**src/rtl/regwb_pkg.sv**
```systemverilog
// Shared types for the register write-back queue: default widths,
// the pending-write entry layout and the int-r0 helper.
package regwb_pkg;

    localparam int REGWB_DATA_W = 32;
    localparam int REGWB_ADDR_W = 5;

    // One pending register write as held in the queue.
    typedef struct packed {
        logic                    is_float;
        logic [REGWB_ADDR_W-1:0] addr;
        logic [REGWB_DATA_W-1:0] data;
    } entry_t;

    localparam int ENTRY_W = $bits(entry_t);

    // Int r0 is hard-wired to zero; float r0 is an ordinary register.
    function automatic logic reads_zero(input logic                    is_float,
                                        input logic [REGWB_ADDR_W-1:0] addr);
        return !is_float && (addr == '0);
    endfunction

endpackage

```
**src/rtl/register_file.sv**
```systemverilog
// Plain register bank: one synchronous write port, NUM_RD combinational
// read ports. Contents are deliberately not reset.
module register_file #(
    parameter int NUM_RD = 2,
    parameter int DATA_W = 32,
    parameter int ADDR_W = 5
) (
    input  logic                     clk,
    input  logic                     we,
    input  logic [ADDR_W-1:0]        waddr,
    input  logic [DATA_W-1:0]        wdata,
    input  logic [NUM_RD*ADDR_W-1:0] raddr,
    output logic [NUM_RD*DATA_W-1:0] rdata
);

    logic [DATA_W-1:0] mem [2**ADDR_W];

    // Single write port, written when the queue retires into this bank.
    always_ff @(posedge clk) begin
        if (we) begin
            mem[waddr] <= wdata;
        end
    end

    for (genvar r = 0; r < NUM_RD; r++) begin : g_rd
        assign rdata[r*DATA_W +: DATA_W] = mem[raddr[r*ADDR_W +: ADDR_W]];
    end

endmodule

```
**src/rtl/regwb_match.sv**
```systemverilog
// Per-read-port search of the pending-write queue. Walks the queue from
// head (oldest) to tail so the last hit found is the newest pending write.
// Only the (float, addr) tag of each entry is needed here.
module regwb_match
    import regwb_pkg::*;
#(
    parameter int DEPTH  = 8,
    parameter int ADDR_W = REGWB_ADDR_W,
    localparam int PTR_W = $clog2(DEPTH),
    localparam int TAG_W = 1 + ADDR_W
) (
    input  logic [DEPTH*TAG_W-1:0] tags,
    input  logic [DEPTH-1:0]       valid,
    input  logic [PTR_W-1:0]       head,
    input  logic [ADDR_W-1:0]      rd_addr,
    input  logic                   rd_float,
    output logic                   hit,
    output logic [PTR_W-1:0]       idx
);

    logic [PTR_W-1:0] slot;

    // Oldest-to-newest scan; int r0 never matches.
    always_comb begin
        hit  = 1'b0;
        idx  = '0;
        slot = '0;
        if (!reads_zero(rd_float, rd_addr)) begin
            for (int k = 0; k < DEPTH; k++) begin
                slot = head + PTR_W'(k);
                if (valid[slot] && (tags[slot*TAG_W +: TAG_W] == {rd_float, rd_addr})) begin
                    hit = 1'b1;
                    idx = slot;
                end
            end
        end
    end

endmodule

```
**src/rtl/register_wb_queue.sv**
```systemverilog
// Register write-back queue: accepts up to NUM_WB write-backs per cycle
// into an ordered FIFO, retires one per cycle into split int/float banks,
// and serves NUM_RD registered read ports.
// Build option: REGWB_BYPASS_EN forwards the newest pending value to reads;
// without it reads come from the banks only, rd_pending still flags hits.
module register_wb_queue
    import regwb_pkg::*;
#(
    parameter int NUM_WB = 4,
    parameter int NUM_RD = 2,
    parameter int DEPTH  = 8,
    parameter int DATA_W = REGWB_DATA_W,
    parameter int ADDR_W = REGWB_ADDR_W
) (
    input  logic                       clk,
    input  logic                       reset,
    input  logic [NUM_RD*ADDR_W-1:0]   rd_addr,
    input  logic [NUM_RD-1:0]          rd_float,
    output logic [NUM_RD*DATA_W-1:0]   rd_data,
    output logic [NUM_RD-1:0]          rd_pending,
    input  logic [NUM_WB-1:0]          wb_enable,
    input  logic [NUM_WB*ADDR_W-1:0]   wb_addr,
    input  logic [NUM_WB*DATA_W-1:0]   wb_data,
    input  logic [NUM_WB-1:0]          wb_float,
    output logic                       wb_ready,
    output logic [$clog2(DEPTH):0]     queue_count
);

    localparam int PTR_W = $clog2(DEPTH);
    localparam int CNT_W = PTR_W + 1;
    localparam int TAG_W = ENTRY_W - REGWB_DATA_W;

    entry_t                   q [DEPTH];
    entry_t                   head_e;
    logic [PTR_W-1:0]         head, tail;
    logic [CNT_W-1:0]         count, req_cnt, free_cnt;
    logic [PTR_W-1:0]         slot [NUM_WB];
    logic [DEPTH-1:0]         valid;
    logic [DEPTH*TAG_W-1:0]   tags;
    logic                     retire, int_we, flt_we;
    logic [NUM_RD*DATA_W-1:0] irf_rdata, frf_rdata, rd_next;
    logic [NUM_RD-1:0]        hit;
    logic [PTR_W-1:0]         hit_idx [NUM_RD];

    function automatic logic [PTR_W-1:0] age_of(input int s, input logic [PTR_W-1:0] h);
        return PTR_W'(s) - h;
    endfunction

    // Request popcount and compacted destination slot for each channel.
    always_comb begin
        req_cnt = '0;
        for (int i = 0; i < NUM_WB; i++) begin
            slot[i] = tail + req_cnt[PTR_W-1:0];
            req_cnt = req_cnt + CNT_W'(wb_enable[i]);
        end
    end

    // Free space is judged on occupancy before this cycle's retire.
    assign free_cnt    = CNT_W'(DEPTH) - count;
    assign wb_ready    = (free_cnt >= req_cnt);
    assign retire      = (count != '0);
    assign queue_count = count;

    // An entry is live when its distance from head is below the occupancy.
    always_comb begin
        for (int s = 0; s < DEPTH; s++) begin
            valid[s] = ({1'b0, age_of(s, head)} < count);
        end
    end

    // Queue pointers and occupancy; reset drops every pending write.
    always_ff @(posedge clk or posedge reset) begin
        if (reset) begin
            head  <= '0;
            tail  <= '0;
            count <= '0;
        end else begin
            if (retire) begin
                head <= head + 1'b1;
            end
            if (wb_ready) begin
                tail <= tail + req_cnt[PTR_W-1:0];
            end
            count <= count + (wb_ready ? req_cnt : '0) - CNT_W'(retire);
        end
    end

    // Entry storage: all-or-nothing append of the enabled channels.
    always_ff @(posedge clk) begin
        for (int i = 0; i < NUM_WB; i++) begin
            if (wb_ready && wb_enable[i]) begin
                q[slot[i]] <= '{is_float: wb_float[i],
                                addr:     wb_addr[i*ADDR_W +: ADDR_W],
                                data:     wb_data[i*DATA_W +: DATA_W]};
            end
        end
    end

    for (genvar s = 0; s < DEPTH; s++) begin : g_tag
        assign tags[s*TAG_W +: TAG_W] = {q[s].is_float, q[s].addr};
    end

    // Retire the head entry; writes to int r0 are dropped here.
    assign head_e = q[head];
    assign int_we = retire && !head_e.is_float && !reads_zero(head_e.is_float, head_e.addr);
    assign flt_we = retire && head_e.is_float;

    register_file #(.NUM_RD(NUM_RD), .DATA_W(DATA_W), .ADDR_W(ADDR_W)) u_int_rf (
        .clk   (clk),
        .we    (int_we),
        .waddr (head_e.addr),
        .wdata (head_e.data),
        .raddr (rd_addr),
        .rdata (irf_rdata)
    );

    register_file #(.NUM_RD(NUM_RD), .DATA_W(DATA_W), .ADDR_W(ADDR_W)) u_flt_rf (
        .clk   (clk),
        .we    (flt_we),
        .waddr (head_e.addr),
        .wdata (head_e.data),
        .raddr (rd_addr),
        .rdata (frf_rdata)
    );

    for (genvar r = 0; r < NUM_RD; r++) begin : g_rd
        logic [ADDR_W-1:0] addr;
        logic [DATA_W-1:0] rf_val;

        assign addr = rd_addr[r*ADDR_W +: ADDR_W];

        regwb_match #(.DEPTH(DEPTH), .ADDR_W(ADDR_W)) u_match (
            .tags     (tags),
            .valid    (valid),
            .head     (head),
            .rd_addr  (addr),
            .rd_float (rd_float[r]),
            .hit      (hit[r]),
            .idx      (hit_idx[r])
        );

        assign rf_val = reads_zero(rd_float[r], addr) ? '0 :
                        rd_float[r] ? frf_rdata[r*DATA_W +: DATA_W]
                                    : irf_rdata[r*DATA_W +: DATA_W];
`ifdef REGWB_BYPASS_EN
        assign rd_next[r*DATA_W +: DATA_W] = hit[r] ? q[hit_idx[r]].data : rf_val;
`else
        logic unused_idx;
        assign unused_idx = ^hit_idx[r];
        assign rd_next[r*DATA_W +: DATA_W] = rf_val;
`endif
    end

    // Registered read results.
    always_ff @(posedge clk or posedge reset) begin
        if (reset) begin
            rd_data    <= '0;
            rd_pending <= '0;
        end else begin
            rd_data    <= rd_next;
            rd_pending <= hit;
        end
    end

endmodule

```
**config.mk**
```make
export PLATFORM = sky130hd
export DESIGN_NAME = register_wb_queue
export DESIGN_NICKNAME = d
export VERILOG_FILES = /design/src/rtl/regwb_pkg.sv /design/src/rtl/register_file.sv /design/src/rtl/regwb_match.sv /design/src/rtl/register_wb_queue.sv
export SDC_FILE = /design/constraint.sdc
export NUM_CORES = 2
export LEC_CHECK = 0
export ABC_CLOCK_PERIOD_IN_PS = 7200
export CORE_UTILIZATION = 55
export DETAILED_ROUTE_END_ITERATION = 7
export GPL_TIMING_DRIVEN = 0
export PLACE_DENSITY = 0.82
export REMOVE_ABC_BUFFERS = 1
export SETUP_SLACK_MARGIN = 0.4
export SLEW_MARGIN = 40
export SYNTH_ARGS = -nofsm -noshare
export SYNTH_HDL_FRONTEND = slang
export SYNTH_SLANG_ARGS = --single-unit
```
**constraint.sdc**
```tcl
create_clock -name clk -period 7.2 [get_ports clk]
set_clock_uncertainty 0.05 [all_clocks]
set_input_delay 2.16 -clock clk [delete_from_list [all_inputs] [get_ports clk]]
set_output_delay 2.16 -clock clk [all_outputs]
set_load 0.05 [all_outputs]
```
[After elaboration in Yosys (flattened, before gate mapping)]
Memories as Yosys holds them, arrays and structs flattened.
Index checks and enable logic that the tools add are counted.
Cells by class
  reductions and logical operators: 34
  $lt $le $gt $ge: 17
  add/sub/neg operators: 25
  multiplexer cells: 51
  shift operators: 8
  eq/ne operators: 16
  multiply operators: 8
Operators with widths (count)
  $shiftx 48x7->6: 8
  $mux 32: 4
  $eq 6x6->1: 16
  $mul 3x2->5 const B: 8
  $mux 1: 38
  $lt 3x4->1: 8
  $lt 3x4->1 const B: 8
  $logic_and 1x1->1: 26
  $bmux 1 s3: 8
  $logic_not 5->1: 3
  $add 3x3->3 const B: 4
  $sub 3x3->3 const A: 4
  $add 3x2->3 const B: 2
  $add 3x3->3: 2
  $sub 1x3->3 const A: 2
  $sub 2x3->3 const A: 2
  $add 3x1->4: 1
  $add 4x4->4: 1
  $ge 4x4->1: 1
  $logic_not 1->1: 4
  $mux 4: 1
  $reduce_bool 4->1: 1
  $sub 4x1->4: 1
  $sub 4x4->4 const A: 1
  other kinds (5): 5
Word-level totals
  output and inout port bits: 71
  word-level logic and storage cells: 167
  flip-flop bits (word level): 76
  memories: 3
  bits of input ports: 170
  memory bits (writable): 2352
Memories
  u_flt_rf.mem: words 32, width 32, rd ports 2, clocked after Yosys merged registers in 0, write ports 1, RTL line register_file.sv:16  | logic [DATA_W-1:0] mem [2**ADDR_W];
  u_int_rf.mem: words 32, width 32, rd ports 2, clocked after Yosys merged registers in 0, write ports 1, RTL line register_file.sv:16
  q: words 8, width 38, rd ports 9, clocked after Yosys merged registers in 0, write ports 4, RTL line register_wb_queue.sv:33  | entry_t q [DEPTH];

[Longest topological paths before layout]
  depth in word-level cells: 14
  depth in mapped cells: 18
  gate-level depth less buffers: 17

[Cells and area by module]
From an unflattened synthesis, not the netlist that was laid out.
Unflattened totals
  cell total of the unflattened synthesis: 9625
  area, all modules: 128822.3 um^2
Modules (own cells, without submodules)
  register_file: cells each 3386, seq. area each 30749.5 um^2, instances 2, area each 48789.3 um^2
  register_wb_queue: cells each 2235, seq. area each 11030.6 um^2, instances 1, area each 24357.1 um^2
  regwb_match: cells each 309, seq. area each 0.0 um^2, instances 2, area each 3443.3 um^2

[Least setup slack after synthesis]
Ideal clock, no wire load.
  path kind: in2out
  start point: in wb_enable[0]
  end point: out wb_ready
  stages on the path: 10
  data required time: 4.990 ns
  slack: -0.191 ns
  data arrival time: 5.181 ns
  path buffers: 1
  cell sequence: fa_1 -> ha_1 -> fa_1 -> inv_1 -> ha_1 -> a21oi_1 -> a21oi_1 -> nor2_2 -> inv_2 -> clkbuf_1
Between the ends
  longest elaborated chain between the ends: 4
Ends and longest elaborated chain
  from (decl): RTL line register_wb_queue.sv:21  | input logic [NUM_WB-1:0] wb_enable,
  $add 1x1->2: RTL line register_wb_queue.sv:54  | req_cnt = req_cnt + CNT_W'(wb_enable[i]);
  $add 2x1->3: RTL line register_wb_queue.sv:54
  $add 3x1->4: RTL line register_wb_queue.sv:54
  $ge 4x4->1: RTL line register_wb_queue.sv:60  | assign wb_ready = (free_cnt >= req_cnt);
  to (decl): RTL line register_wb_queue.sv:25  | output logic wb_ready,
Every way passes these cells.

[Final worst setup path]
  start point: in wb_enable[2]
  end point: out wb_ready
Between the ends
  longest elaborated chain between the ends: 3
Ends and longest elaborated chain (RTL line)
  $add 2x1->3: register_wb_queue.sv:54
  $add 3x1->4: register_wb_queue.sv:54
  $ge 4x4->1: register_wb_queue.sv:60
Every way passes these cells.

==> flow_metrics.py <==
metrics = {
    "setup_path": {
        "worstPathRequired_ns": 4.99,
        "rrSetupSlack_ns": 0.93,
        "cp-end-kind": "output pin",
        "slowest_delay_ns": 0.57,
        "arrival_ns": 4.76,
        "crit_buf_inv": 4,
        "crit_top_cell": "fa_1",
        "path_cells": "buf_6 > fa_1 > ha_2 > fa_1 > inv_2 > ha_4 > a21oi_4 > o21ai_4 > nor2_4 > inv_6 > buf_12",
        "cp-start-kind": "primary input",
        "slowest_stage": "fa_1",
        "crit_path_max_fanout": 7,
        "critPathTopFamily": "adder cells",
        "crit_type": "in -> out",
    },
    "yosys": {
        "synthCells": 7263,
        "synthFlopType": "edfxtp_1",
        "yosys_warnings": 0,
        "synthesis.area_per_instance_sq_um": 16.8,
        "ys_types": 68,
        "ys_seq_elements": 2428,
        "synth-edff-count": 2352,
        "ys_seq_area_share_pct": 59.6,
        "async_reset_ff_share_pct": 3.13,
        "netlist_area_sq_um": 122000,
    },
    "clock_network": {
        "cts_root_buffer": "clkbuf_16",
        "clock_latency_ns": 0.94,
        "holdBufCountCts": 0,
        "htree_levels": 4,
        "cts_sinks": 2428,
        "cts_max_path_buffers": 3,
        "cts_made_buffers": 235,
        "cts_tree": "yes",
        "clk_pin_slew_ns": 0.06,
    },
    "floorplanning": {
        "core_sq_um": 220000,
        "initial_core_util_pct": 55.4,
        "dieWidth_um": 473,
        "rows": 172,
        "fp.dieH_um": 473,
        "dieArea_sq_um": 223000,
        "ioPinCount": 241,
    },
    "outcome": {
        "status": "finished, violations left",
        "violations": "design-rule violations",
    },
    "grt": {
        "antenna_found_initial": 61,
        "grt_pass1_wl_mm": 610,
        "grt_overflow": 0,
        "grt_use_total_pct": 38.8,
        "grt_max_degree": 86,
        "grt_pass1_vias": 83529,
    },
    "timing": {
        "max_slew_margin_pct": 38.2,
        "setup_viol": 0,
        "min_period_ns": 6.97,
        "slew_viol_final": 0,
        "finalCritPeriodShare_pct": 96.9,
        "finalHoldViolCount": 0,
        "tightest_slew_ns": 0.925,
        "rsz0062_at_grt": "yes",
        "max_freq_ghz": 0.143,
    },
    "cells_and_area": {
        "areaGrowthSynthToFinish_pct": 17.1,
        "layout.nets": 7745,
        "drive_above_1_share_pct": 29.4,
        "postLayoutCellArea_sq_um": 143000,
        "layout_commonest_cell": "edfxtp_1",
        "mostFrequentLayoutCells": "edfxtp_1 (2352), mux4_2 (1246), nand2_1 (736)",
    },
    "drt": {
        "ant_nets": 0,
        "first_pass_iters": 8,
        "drc": 61,
        "wirelength_mm": 434,
        "route.vias.total": 83784,
        "wl_per_cell_um": 40.5,
        "initialDrtViolationCount": 16077,
        "viasPerCell": 7.80,
    },
    "place": {
        "place_area_sq_um": 135000,
        "dp_hpwl_mm": 269,
        "portBuffers": 240,
        "gp_congestion": 0.840,
    },
    "worst_hold_path": {
        "hold_class": "reg -> reg",
    },
    "power": {
        "total_power_mw": 62.7,
        "ir_drop_mv": 0.452,
        "pwr_density_cell_nw_per_um2": 440,
        "leakage_nw": 48.4,
    },
    "flow_run": {
        "cap_violations": 0,
    },
}
[cell usage after synthesis (19+ instances only)]
cell	number	share of area, %
edfxtp_1	2352	58
dfrtp_1	76	1.6
o21ai_0	548	2.3
buf_4	55	0.34
o22ai_1	39	0.20
xor2_1	38	0.27
inv_1	29	0.089
o21ai_1	138	0.57
buf_1	89	0.27
ha_1	32	0.33
a21oi_1	107	0.44
nand3_1	33	0.14
a22oi_1	19	0.12
clkbuf_1	337	1.0
o221ai_1	101	0.73
nor3_1	34	0.14
mux4_2	1246	23
mux2_2	45	0.42
xnor2_1	72	0.52
buf_2	186	0.76
nor2_1	142	0.44
mux2i_1	552	4.5
nor2b_1	46	0.24
nand2_1	771	2.4
[path summary, 6_finish.rpt]
check | startpoint | cells after the start | endpoint
max reg2reg | head[1]$_DFFE_PP0N_ | 14 | rd_pending[0]$_DFF_PP0_
min | head[2]$_DFFE_PP0N_ | 1 | head[2]$_DFFE_PP0N_
min in group asynchronous | reset | 2 | queue_count[1]$_DFF_PP0_
min reg2reg | head[2]$_DFFE_PP0N_ | 1 | head[2]$_DFFE_PP0N_
max in group asynchronous | reset | 3 | rd_data[19]$_DFF_PP0_
max | wb_enable[2] | 11 | wb_ready
[layer usage]
layer | part of all wire [%] | global-route usage, %
met1 | 29 | 44.8
met4 | 10 | 29.6
met5 | 0.12 | 0.173
met2 | 44 | 57.7
met3 | 17 | 16.4
[state kept, by name, indices dropped and copies added, names as in the netlist]
signal and flops:
head 3, q 304, queue_count 4, rd_data 64
rd_pending 2, tail 3, u_flt_rf.mem 1024, u_int_rf.mem 1024
[final cells by class]
cell class	instances	area, sq um
fill	13515	77300
sequential	2428	72500
multi-input combinational	4152	47400
timing repair buffer	686	11000
clock buffer	312	6430
tap	2958	3700
clock inverter	135	1350
inverter	34	151
antenna	31	77.6
[kinds of logic (layout without fill, tap and decap cells)]
| kind of cell | after synthesis | count (layout) | synth area share, % |
|---|---|---|---|
| multiplexers | 1843 | 1843 | 28.0 |
| other | 1 | 63 | 0.00308 |
| AND/OR/NAND/NOR | 1093 | 1093 | 3.70 |
| flip-flops | 2428 | 2428 | 59.6 |
| XOR/XNOR | 111 | 111 | 0.805 |
| adder cells (fa/ha/maj) | 38 | 38 | 0.427 |
| AO/OA/AOI/OAI | 1035 | 1035 | 4.87 |
| buffers and inverters | 714 | 1167 | 2.64 |
[repair_timing]
action	in CTS	in global routing
setup endpoints to repair	612	1
buffers inserted	9	0
pin swaps	6	2
resized for setup	42	0
[worst register-to-register path: stages (launching register included)]
cell	delay (ns)
dfrtp_4	0.47
buf_12	0.27
buf_12	0.28
clkinv_2	0.54
ha_4	0.85
inv_1	0.24
ha_1	0.41
o21ai_0	0.21
nand3b_1	0.18
o31ai_1	0.20
mux4_2	0.64
or2_1	0.34
a221o_1	0.37
a2111oi_0	0.67
a21oi_2	0.35
[through the flow]
stage	utilization (%)	setup TNS (ns)	hold slack [ns]	setup slack [ns]	std cells
finish	64.8	0	0.741	0.227	10736
global route	64.8	0	0.746	0.207	10708
CTS	64.8	0	0.740	0.407	10704
detailed placement	61.2	-843.31	0.710	-2.60	10248
global placement	56.8	-	0.729	-99.35	9812
floorplan	-	-2303.25	0.633	-3.32	6614
[where the power goes]
part | leakage (nW) | internal, mW | switching (mW)
logic | 22.4 | 8.20 | 16.6
clock network | 3.76 | 6.91 | 5.69
registers | 22.3 | 23.7 | 1.61
total | 48.4 | 38.8 | 23.9
Note: power is estimated with default switching activity, not from simulation.
